**src/rtl/press_arbiter.sv**
```systemverilog
// Three-channel push-button press arbiter.
// Rising edges on the synchronized button levels are latched as pending
// events. A small IDLE/OFFER/HOLD FSM offers them one at a time to a
// valid/ready consumer in round-robin order. After each grant it enforces a
// lockout of HOLDOFF cycles. A press that arrives while its channel is
// already pending is recorded in a sticky dropped flag.
module press_arbiter #(
    parameter int HOLDOFF = 4
) (
    input  logic       clk,
    input  logic       reset,
    input  logic [2:0] btn,
    output logic       req_valid,
    output logic [1:0] req_id,
    input  logic       req_ready,
    output logic [2:0] pending,
    output logic [2:0] dropped,
    output logic       busy
);

    typedef enum logic [1:0] {
        IDLE  = 2'd0,
        OFFER = 2'd1,
        HOLD  = 2'd2
    } state_t;

    // The counter is loaded with HOLDOFF-1 at the grant, so HOLD spans
    // exactly HOLDOFF cycles.
    localparam logic [7:0] HOLD_LOAD = 8'(HOLDOFF - 1);

    state_t     state_r;
    logic [2:0] prev_r;
    logic [7:0] cnt_r;
    logic [1:0] last_r;
    logic [2:0] pending_r;
    logic [2:0] dropped_r;
    logic [1:0] req_id_r;
    logic       req_valid_r;
    logic       busy_r;

    logic [2:0] rise_s;
    logic       grant_s;
    logic [2:0] grant_mask_s;
    logic [2:0] pending_next_s;
    logic [2:0] dropped_next_s;

    // Round-robin choice: search last+1, last+2, last+3 (mod 3) and take the
    // first pending channel. Only called when at least one bit is set.
    function automatic logic [1:0] rr_pick(input logic [2:0] pend,
                                           input logic [1:0] last);
        logic [1:0] first;
        logic [1:0] second;
        logic [1:0] third;
        case (last)
            2'd0: begin
                first  = 2'd1;
                second = 2'd2;
                third  = 2'd0;
            end
            2'd1: begin
                first  = 2'd2;
                second = 2'd0;
                third  = 2'd1;
            end
            default: begin
                first  = 2'd0;
                second = 2'd1;
                third  = 2'd2;
            end
        endcase
        if (pend[first]) begin
            rr_pick = first;
        end else if (pend[second]) begin
            rr_pick = second;
        end else begin
            rr_pick = third;
        end
    endfunction

    // Edge detection, grant decode and next values of the event bookkeeping.
    // A new rise wins over a simultaneous grant of the same channel.
    always_comb begin
        rise_s       = btn & ~prev_r;
        grant_s      = 1'b0;
        grant_mask_s = 3'b000;
        if ((state_r == OFFER) && req_ready) begin
            grant_s = 1'b1;
            case (req_id_r)
                2'd0:    grant_mask_s = 3'b001;
                2'd1:    grant_mask_s = 3'b010;
                default: grant_mask_s = 3'b100;
            endcase
        end else begin
            grant_s      = 1'b0;
            grant_mask_s = 3'b000;
        end
        pending_next_s = (pending_r & ~grant_mask_s) | rise_s;
        dropped_next_s = dropped_r | (rise_s & pending_r & ~grant_mask_s);
    end

    // All state and every output register; reset overrides everything.
    always_ff @(posedge clk) begin
        if (reset) begin
            state_r     <= IDLE;
            prev_r      <= 3'b000;
            cnt_r       <= 8'd0;
            last_r      <= 2'd2;
            pending_r   <= 3'b000;
            dropped_r   <= 3'b000;
            req_id_r    <= 2'd0;
            req_valid_r <= 1'b0;
            busy_r      <= 1'b0;
        end else begin
            prev_r    <= btn;
            pending_r <= pending_next_s;
            dropped_r <= dropped_next_s;
            case (state_r)
                IDLE: begin
                    if (pending_r != 3'b000) begin
                        state_r     <= OFFER;
                        req_id_r    <= rr_pick(pending_r, last_r);
                        req_valid_r <= 1'b1;
                        busy_r      <= 1'b1;
                    end else begin
                        state_r     <= IDLE;
                        req_valid_r <= 1'b0;
                        busy_r      <= 1'b0;
                    end
                end
                OFFER: begin
                    if (grant_s) begin
                        state_r     <= HOLD;
                        last_r      <= req_id_r;
                        cnt_r       <= HOLD_LOAD;
                        req_valid_r <= 1'b0;
                        busy_r      <= 1'b1;
                    end else begin
                        state_r     <= OFFER;
                        req_valid_r <= 1'b1;
                        busy_r      <= 1'b1;
                    end
                end
                HOLD: begin
                    req_valid_r <= 1'b0;
                    if (cnt_r == 8'd0) begin
                        state_r <= IDLE;
                        busy_r  <= 1'b0;
                    end else begin
                        cnt_r  <= cnt_r - 8'd1;
                        busy_r <= 1'b1;
                    end
                end
                default: begin
                    state_r     <= IDLE;
                    req_valid_r <= 1'b0;
                    busy_r      <= 1'b0;
                end
            endcase
        end
    end

    assign req_valid = req_valid_r;
    assign req_id    = req_id_r;
    assign pending   = pending_r;
    assign dropped   = dropped_r;
    assign busy      = busy_r;

endmodule

```
**config.mk**
```make
export PLATFORM = sky130hd
export DESIGN_NAME = press_arbiter
export DESIGN_NICKNAME = d
export VERILOG_FILES = /design/src/rtl/press_arbiter.sv
export SDC_FILE = /design/constraint.sdc
export NUM_CORES = 1
export LEC_CHECK = 0
export CAP_MARGIN = 5
export CELL_PAD_IN_SITES_DETAIL_PLACEMENT = 1
export CELL_PAD_IN_SITES_GLOBAL_PLACEMENT = 1
export CORE_ASPECT_RATIO = 1.1
export CORE_UTILIZATION = 39
export DETAILED_ROUTE_END_ITERATION = 16
export GPL_ROUTABILITY_DRIVEN = 0
export PLACE_DENSITY_LB_ADDON = 0.1
export SYNTH_ARGS = -nofsm -noshare
export SYNTH_HDL_FRONTEND = slang
export SYNTH_SLANG_ARGS = --single-unit
```
**constraint.sdc**
```tcl
create_clock -name clk -period 1.75 [get_ports clk]
set_input_delay 0.525 -clock clk [delete_from_list [all_inputs] [get_ports clk]]
set_output_delay 0.525 -clock clk [all_outputs]
set_load 0.03 [all_outputs]
```
==> summary.md, run 1 <==
| Metric | Value |
|---|---|
| Total die area | 0.00301 mm² |
| Antenna Violating Nets Remaining | 0 |
| Setup ws final | ~76 ps |
| Max-slew violations | 0 |
| CP Class | flip-flop to flip-flop |
| Ant diodes | 0 |
| Final min period | between 1500 and 2000 ps |
| Worst Setup Start Kind | flip-flop |
| HPWL Detailed | between 2 and 2.5 mm |
| Final WL | 2.70 mm |
| Pin count of the biggest net entering global routing | 21 |
| Layout area overhead | 31.1% |
| Total CTS buffers | 3 |
| I/O Buffers | 15 |
| First-pass GRT wire length | 4.68 mm |
| Final setup fails | 0 |
| Initial antenna violation count | 0 |
| GR Overflow Total | 0 |
| Status | finished, final reports clean |
| Pre-CTS worst setup slack | -220 ps |
| Vias in the first global route | approximately 1000 |
| Area contributors post-synth | dfxtp_1 (46%), mux2i_1 (5.5%), nand2_1 (4.8%), nand2b_1 (3.4%), or3_1 (3.4%) |
| Maximum VDD drop | around 0.63 mV |
| Share of cells above drive strength 1 | 0.168 |
| Slew headroom | 0.674 |
| Clk_lat worst skew | approximately 320 ps |
| Cell total after placement | 175 |
| DRT iter0 DRCs | 11 |
| CTS sink count | 25 |
| CTS tree | built |
| Flip-flop and latch count after synthesis | 25 |
| Register area share after synthesis | 0.459 |
| Io pins | 16 |
| Yosys warns | 0 |
| Required time of the critical path | ~2000 ps |
| CP Capture Type | flip-flop |
| Nets | approximately 160 |
| Mapped Avg Cell Area | 9.17 µm² |
| Critical path arrival | just under 2000 ps |
| Fin area | 0.00143 mm² |
| Core box area | 0.00257 mm² |
| Mapped cell area | roughly 0.0011 mm² |
| Max-cap violations | 0 |
| Number of remaining DRC errors | 0 |
| Yosys cell types | 34 |
| H-tree Lvls | 1 |
| Wire length per cell | ~15 µm |
| Power, Total | 1.37 mW |
| DIE WIDTH | 52.4 µm |
| Starting Density | 0.425 |
| Mapped Cells | 119 |
| Clock Skew | 12.1 ps |
| HP Class | flip-flop to flip-flop |
| Router iterations before antenna repair | 4 |
| Post-synth top area cell | dfxtp_1 |
| Root Buffer | clkbuf_4 |
| Final hold viol count | 0 |
| Via/cell ratio | approximately 5.4 |
| Syn nets | ~130 |
| Pwr/cell area | 958 mW/mm² |
| Worst Tran Pin Value | 488 ps |
| Reg clk slew, reported paths | 140 ps |
| Finished Layout Cells | 180 |
| Period utilization | 0.956 |
| Leakage power | 0.598 nW |
| Die Ht | 57.5 µm |
| Fmax | 0.597 GHz |
| Top-area cell type share of the netlist area | 0.459 |
| Total track usage | 0.206 |
| Row cnt | 19 |
| Clock buffer depth | 2 |
| Largest fanout on the critical path | 3 |
| Placed cell areas | 0.00139 mm² |
| Total number of vias | 976 |
==> per-stage QoR <==
stage | util | hold WS (ps) | TNS, ps
final | 0.557 | 476 | 0
after global routing | 0.557 | 517 | -21.1
after CTS | 0.553 | 477 | 0
after detailed placement | 0.539 | 456 | -1770
after global placement | 0.539 | 440 | -1340
after floorplan | - | 439 | 0
==> registers in the layout (all words and copies together), names as in the netlist <==
| signal | flops |
|---|---|
| busy | 1 |
| dropped | 3 |
| req_id | 2 |
| last_r | 2 |
| pending | 3 |
| req_valid | 1 |
| state_r | 2 |
| cnt_r | 8 |
| prev_r | 3 |
==> power by group <==
part	total [mW]	internal, mW	switching [mW]
logic	0.428	0.196	0.232
clock network	0.261	0.0890	0.172
registers	0.681	0.631	0.0507
==> kinds of logic after synthesis <==
| kind of cell | count (synthesis) | share of synthesized area |
|---|---|---|
| AND/OR/NAND/NOR | 47 | 0.233 |
| multiplexers | 6 | 0.0550 |
| AO/OA/AOI/OAI | 27 | 0.188 |
| adder cells (fa/ha/maj) | 2 | 0.0229 |
| flip-flops | 25 | 0.459 |
| buffers and inverters | 12 | 0.0424 |
==> worst max-delay path, cell delays in order, from the launching register on <==
cell and delay [ps]:
dfxtp_2 350, inv_1 70, ha_2 220, a311o_1 410
a2111oi_2 350, mux2i_1 220
==> cell usage after synthesis, drive strengths merged <==
| master | instances |
|---|---|
| mux2i | 6 |
| nand2b | 6 |
| dfxtp | 25 |
| clkinv | 1 |
| nor2 | 5 |
| o31ai | 4 |
| clkbuf | 4 |
| o2111a | 1 |
| inv | 6 |
| or3 | 7 |
| a41oi | 1 |
| a311oi | 2 |
| nor3b | 1 |
| a311o | 1 |
| nor2b | 5 |
| o21ai | 2 |
| or3b | 1 |
| a211oi | 3 |
| ha | 2 |
| buf | 1 |
| and3b | 1 |
| a2111oi | 1 |
| o211ai | 3 |
| a21oi | 7 |
| nand3 | 1 |
| o311a | 1 |
| nor3 | 4 |
| nand2 | 14 |
| a31oi | 1 |
| nor4 | 2 |
==> path summary, 6_finish.rpt <==
| check | from | cells past startpoint | slack (ps) | endpoint |
|---|---|---|---|---|
| setup / recovery | cnt_r[0]$_SDFFE_PP0P_ | 5 | 80 | cnt_r[3]$_SDFFE_PP0P_ |
| hold / removal | last_r[0]$_SDFFE_PP0N_ | 2 | 480 | last_r[0]$_SDFFE_PP0N_ |
| setup reg to reg | cnt_r[0]$_SDFFE_PP0P_ | 5 | 80 | cnt_r[3]$_SDFFE_PP0P_ |
| hold reg to reg | last_r[0]$_SDFFE_PP0N_ | 2 | 480 | last_r[0]$_SDFFE_PP0N_ |
==> layer usage <==
metal | share of wire | GRT usage | vias up | routed length, µm
li1 | - | - | 488 | -
met1 | 0.44 | 0.238 | 477 | 1180
met2 | 0.54 | 0.376 | 9 | 1460
met3 | 0.014 | 0.0240 | 2 | 39
met4 | 0.0085 | 0.0789 | 0 | 23
met5 | 0 | 0 | - | 0
==> timing repair <==
action	in CTS	in global routing
pin swaps	0	2
endpoints found under the setup margin	14	1
hold buffers	0	0
buffers inserted	0	1
resized for setup	12	2
==> final cells by class <==
class	instances	area, µm²
clock buffers	4	26.3
fillers	307	1140
inverters	7	26.3
multi-input cells	82	567
flip-flops and latches	25	502
well taps	31	38.8
repair buffers	31	270
==> cells in the final DEF (no fill, tap or decap), drive strengths merged, types with 2 or more instances in the layout <==
cell and count:
buf 16, o21ai 2, mux2i 6, nand2 14
a21oi 7, inv 6, nor2b 5, dfxtp 25
ha 2, o31ai 4, nand2b 6, a211oi 3
clkbuf 4, nor2 5, a311oi 2, nor4 2
dlygate4sd2 10, o211ai 3, or3 7, nor3 4
clkdlybuf4s50 5
No activity file was read; power rests on OpenSTA's default activity.
==> run 2, diff against run 1 <==
--- a/config.mk
+++ b/config.mk
@@ -12,6 +12,7 @@
 export CORE_UTILIZATION = 39
 export DETAILED_ROUTE_END_ITERATION = 16
 export GPL_ROUTABILITY_DRIVEN = 0
+export MAX_ROUTING_LAYER = met4
 export PLACE_DENSITY_LB_ADDON = 0.1
 export SYNTH_ARGS = -nofsm -noshare
 export SYNTH_HDL_FRONTEND = slang
==> constraint.sdc (replaced) <==
create_clock -name clk -period 1.75 [get_ports clk]
set_input_delay 0.35 -clock clk [delete_from_list [all_inputs] [get_ports clk]]
set_output_delay 0.35 -clock clk [all_outputs]
set_load 0.03 [all_outputs]
==> run 2 against run 1 <==
Worst hold slack better by 7.3 ps. First-iteration DRC count fell by 64%. Non-clock buffer count is 4 lower. Routed wire length fell by 2.7%. Sequential power grew 1%. Register-to-register slack barely moved. Die area unchanged. Global-route usage down 1.7 points. Sequential share of layout area down 0.39 points. Critical path type unchanged.
==> summary.md, run 2 (synthesized netlist as in run 1, its figures left out) <==
| Metric | Value |
|---|---|
| Pin count of the biggest net entering global routing | 21 |
| M2 GR Usage | 0.313 |
| Io pins | 16 |
| Clk_lat worst skew | 320 ps |
| Ant diodes | 0 |
| Nets | 154 |
| Clock Skew | 7.07 ps |
| Row cnt | 19 |
| Final WL | 2.63 mm |
| Die Ht | 57.5 µm |
| Total number of vias | 961 |
| Number of remaining DRC errors | 0 |
| Max reg flops | 8 |
| Clock buffer depth | 2 |
| Setup ws final | roughly 72 ps |
| Via/cell ratio | 5.46 |
| GR Util met3 | 0.0320 |
| Filler cells | between 200 and 300 |
| Util after Layout | 0.563 |
| Total die area | between 0.003 and 0.004 mm² |
| Met1 Usage GRT | 0.216 |
| Slew headroom | 0.677 |
| Total CTS buffers | 3 |
| Required time of the critical path | 2010 ps |
| CP Class | flip-flop to flip-flop |
| CP Capture Type | flip-flop |
| Root Buffer | clkbuf_4 |
| Maximum VDD drop | 0.641 mV |
| I/O Buffers | 15 |
| Max-cap violations | 0 |
| HP Class | flip-flop to flip-flop |
| Placed cell areas | 0.00137 mm² |
| Top reg by flops | cnt_r |
| Pwr/cell area | between 900 and 1000 mW/mm² |
| Vias in the first global route | 916 |
| Final min period | roughly 1700 ps |
| DIE WIDTH | roughly 52 µm |
| Max-slew violations | 0 |
| CTS tree | built |
| First-pass GRT wire length | 4.08 mm |
| Total track usage | 0.189 |
| Share of cells above drive strength 1 | 0.145 |
| Layout area overhead | 32.6% |
| DRT iter0 DRCs | 4 |
| Most frequent cells in the layout | dfxtp_1 (24), nand2_1 (14), buf_4 (10), clkdlybuf4s50_1 (8), a21oi_1 (7) |
| Busiest grt layer | met2 |
| Core box area | 0.00257 mm² |
| Final TNS setup | 0 ps |
| Largest fanout on the critical path | 3 |
| Period utilization | 0.959 |
| Leakage power | between 0.6 and 0.7 nW |
| Worst Tran Pin Value | just under 500 ps |
| Router iterations before antenna repair | 2 |
| Wire length per cell | 14.9 µm |
| Critical path arrival | 1940 ps |
| Status | finished, final reports clean |
| Initial antenna violation count | 0 |
| Reg clk slew, reported paths | 140 ps |
| Final setup fails | 0 |
| Antenna Violating Nets Remaining | 0 |
| Fmax | just under 0.6 GHz |
| HPWL Detailed | 1.91 mm |
| Final hold viol count | 0 |
| GR Overflow Total | 0 |
| CTS sink count | 25 |
| H-tree Lvls | 1 |
| Worst Setup Start Kind | flip-flop |
| Pre-CTS worst setup slack | -77.7 ps |
| Fin area | 0.00145 mm² |
| Starting Density | 0.425 |
| Commonest non-fill, non-tap cell in the layout | dfxtp_1 |
run 2: cell count changes in the layout (fill, tap and decap cells not counted), moves of 2 or more:
cell             change
dlygate4sd2_1        -5
dlymetal6s2s_1       +2
buf_4                -5
clkdlybuf4s50_1      +3
run 2: final timing paths:
path / endpoint / startpoint / cells past startpoint / slack [ps]
worst min-delay path: dropped[1]$_SDFF_PP0_ / dropped[1]$_SDFF_PP0_ / 2 / 480
worst max register to register: cnt_r[3]$_SDFFE_PP0P_ / cnt_r[0]$_SDFFE_PP0P_ / 5 / 70
worst max-delay path: cnt_r[3]$_SDFFE_PP0P_ / cnt_r[0]$_SDFFE_PP0P_ / 5 / 70
worst min register to register: dropped[1]$_SDFF_PP0_ / dropped[1]$_SDFF_PP0_ / 2 / 480
run 2: routing by layer:
metal	wire (µm)	vias to the layer above
li1	-	486
met1	1200	464
met2	1360	9
met3	42	2
met4	25	0
met5	0	-
run 2: cell type report:
cell class,instances,area (µm²),share of cell area
Multi-Input combinational cell,82,589,0.407
Clock buffer,4,26.3,0.0182
Inverter,7,26.3,0.0182
Tap cell,31,38.8,0.0268
Sequential cell,25,502,0.347
Timing Repair Buffer,27,264,0.183
run 2: per-stage QoR:
step	std cells	hold WS (ps)	power, mW
detailed placement	171	464	1.10
floorplan	119	439	0.937
CTS	175	483	1.36
finish	176	483	1.38
global route	176	495	1.46
global placement	171	442	1.08
run 2: critical path, cell delays in order, from the launching register on:
cell and delay [ps]:
dfxtp_2 360, inv_1 90, ha_4 180, a311o_1 430, a2111oi_4 340, mux2i_1 230
run 2: timing repair:
item,in CTS,in global routing
gates cloned,0,0
pin swaps,0,3
setup endpoints to repair,6,6
hold buffers,0,0
setup buffers,0,1
resized for setup,6,7
run 2: power breakdown:
part	internal [mW]	switching, mW	total [mW]
sequential	0.631	0.0585	0.689
combinational	0.203	0.226	0.429
clock	0.0891	0.172	0.261
total	0.922	0.456	1.38
==> run 3, diff against run 2 <==
--- a/config.mk
+++ b/config.mk
@@ -12,7 +12,6 @@
 export CORE_UTILIZATION = 39
 export DETAILED_ROUTE_END_ITERATION = 16
 export GPL_ROUTABILITY_DRIVEN = 0
-export MAX_ROUTING_LAYER = met4
 export PLACE_DENSITY_LB_ADDON = 0.1
 export SYNTH_ARGS = -nofsm -noshare
 export SYNTH_HDL_FRONTEND = slang
==> run 3 against run 2 <==
Total power about the same. Combinational power about the same. Highest routed layer unchanged. Critical path type is now flip-flop to primary output. Die area unchanged.
==> summary.md, run 3 (synthesized netlist as in run 1, its figures left out) <==
| Metric | Value |
|---|---|
| Status | finished, final reports clean |
| H-tree Lvls | 1 |
| Pwr/cell area | 953 mW/mm² |
| Final TNS setup | 0 ps |
| Critical path's slowest cell | clkdlybuf4s50_1 |
| Clock buffer depth | 2 |
| Worst reg-to-reg path cell count | 5 |
| Nets | 154 |
| Leakage power | 0.600 nW |
| Total track usage | 0.183 |
| Fmax | 0.597 GHz |
| Antenna Violating Nets Remaining | 0 |
| DRT iter0 DRCs | 4 |
| Crit-path cells | clkdlybuf4s50_1 |
| Levels on crit path | 1 |
| Final setup fails | 0 |
| Final WL | 2.63 mm |
| Most frequent cells in the layout | dfxtp_1 (24), nand2_1 (14), buf_4 (10), clkdlybuf4s50_1 (8), a21oi_1 (7) |
| Max-slew violations | 0 |
| Crit path max-delay family | buffers and inverters |
| Worst Setup Start Kind | flip-flop |
| Power, Total | 1.38 mW |
| Critical path arrival | roughly 1300 ps |
| Initial antenna violation count | 0 |
| Final hold viol count | 0 |
| Ant diodes | 0 |
| Io pins | 16 |
| Die Ht | approximately 57 µm |
| Max reg flops | 8 |
| First-pass GRT wire length | 4.08 mm |
| I/O Buffers | 15 |
| Core box area | 0.00257 mm² |
| Reg clk slew, reported paths | around 130 ps |
| Pin count of the biggest net entering global routing | 21 |
| Total number of vias | 963 |
| CTS Hold Buffers Added | 0 |
| CTS sink count | 25 |
| Final min period | 1670 ps |
| Share of cells above drive strength 1 | 0.145 |
| CP Class | flip-flop to primary output |
| DIE WIDTH | ~52 µm |
| WP buf/inv | 1 |
| CP Capture Type | primary output |
| Root Buffer | clkbuf_4 |
| Row cnt | 19 |
| Clock Skew | roughly 6.5 ps |
| Period utilization | 0.957 |
| Number of remaining DRC errors | 0 |
| Commonest non-fill, non-tap cell in the layout | dfxtp_1 |
| Wire length per cell | 15.0 µm |
| Total die area | 0.00301 mm² |
| Max-cap violations | 0 |
| Clk_lat worst skew | 320 ps |
| Crit path largest cell delay | 660 ps |
| Vias in the first global route | 917 |
| GR Overflow Total | 0 |
| Maximum VDD drop | 0.641 mV |
| Slew headroom | 0.678 |
| Hold_ws | 483 ps |
| Layout area overhead | 32.6% |
| Starting Density | 0.425 |
| CTS tree | built |
| Top reg by flops | cnt_r |
| Required time of the critical path | roughly 1400 ps |
| Worst Tran Pin Value | 484 ps |
| Via/cell ratio | 5.47 |
| Router iterations before antenna repair | 2 |
| Total CTS buffers | 3 |
| Largest fanout on the critical path | 2 |
| HP Class | flip-flop to flip-flop |
| HPWL Detailed | 1.91 mm |
| Hold-critical path depth | 2 |
==> run 3: worst register-to-register path: stages (launching register included) <==
cell       delay, ps
dfxtp_2          360
inv_1             90
ha_4             180
a311o_1          430
a2111oi_4        340
mux2i_1          230
==> run 3: layout make-up <==
type	count	area [µm²]
fillers	298	1120
multi-input cells	82	589
flip-flops and latches	25	502
repair buffers	27	264
well taps	31	38.8
clock buffers	4	26.3
inverters	7	26.3
==> run 3: power by group <==
| group | switching [mW] | internal, mW |
|---|---|---|
| sequential | 0.0583 | 0.631 |
| clock | 0.171 | 0.0891 |
| combinational | 0.226 | 0.203 |
| total | 0.456 | 0.922 |
==> run 3: final timing paths <==
path / start / end / slack (ps)
setup reg to reg: cnt_r[0]$_SDFFE_PP0P_ / cnt_r[3]$_SDFFE_PP0P_ / 80
hold / removal: dropped[1]$_SDFF_PP0_ / dropped[1]$_SDFF_PP0_ / 480
hold reg to reg: dropped[1]$_SDFF_PP0_ / dropped[1]$_SDFF_PP0_ / 480
setup / recovery: dropped[0]$_SDFF_PP0_ / dropped[0] / 80
==> run 3: routing by layer <==
metal | vias up | global-route usage | routed length (µm)
met1 | 468 | 0.216 | 1190
met2 | 9 | 0.313 | 1370
met5 | - | 0 | 0
met3 | 2 | 0.0320 | 42
li1 | 484 | - | -
met4 | 0 | 0.0902 | 23
==> run 3: stage by stage <==
stage / area (µm²) / instances / setup WS, ps / utilization
6_report: 1450 / 176 / 75.3 / 0.563
5_1_grt: 1450 / 176 / -10.7 / 0.563
4_1_cts: 1400 / 175 / 8.57 / 0.545
3_5_place_dp: 1370 / 171 / -77.7 / 0.533
3_3_place_gp: 1370 / 171 / -25.0 / 0.533
2_1_floorplan: 1090 / 119 / 124 / -
==> run 3: timing repair <==
item,4_1_cts,5_1_grt
buffers inserted,0,1
endpoints found under the hold margin,0,0
pin swaps,0,3
setup endpoints to repair,6,6
resized for setup,6,7
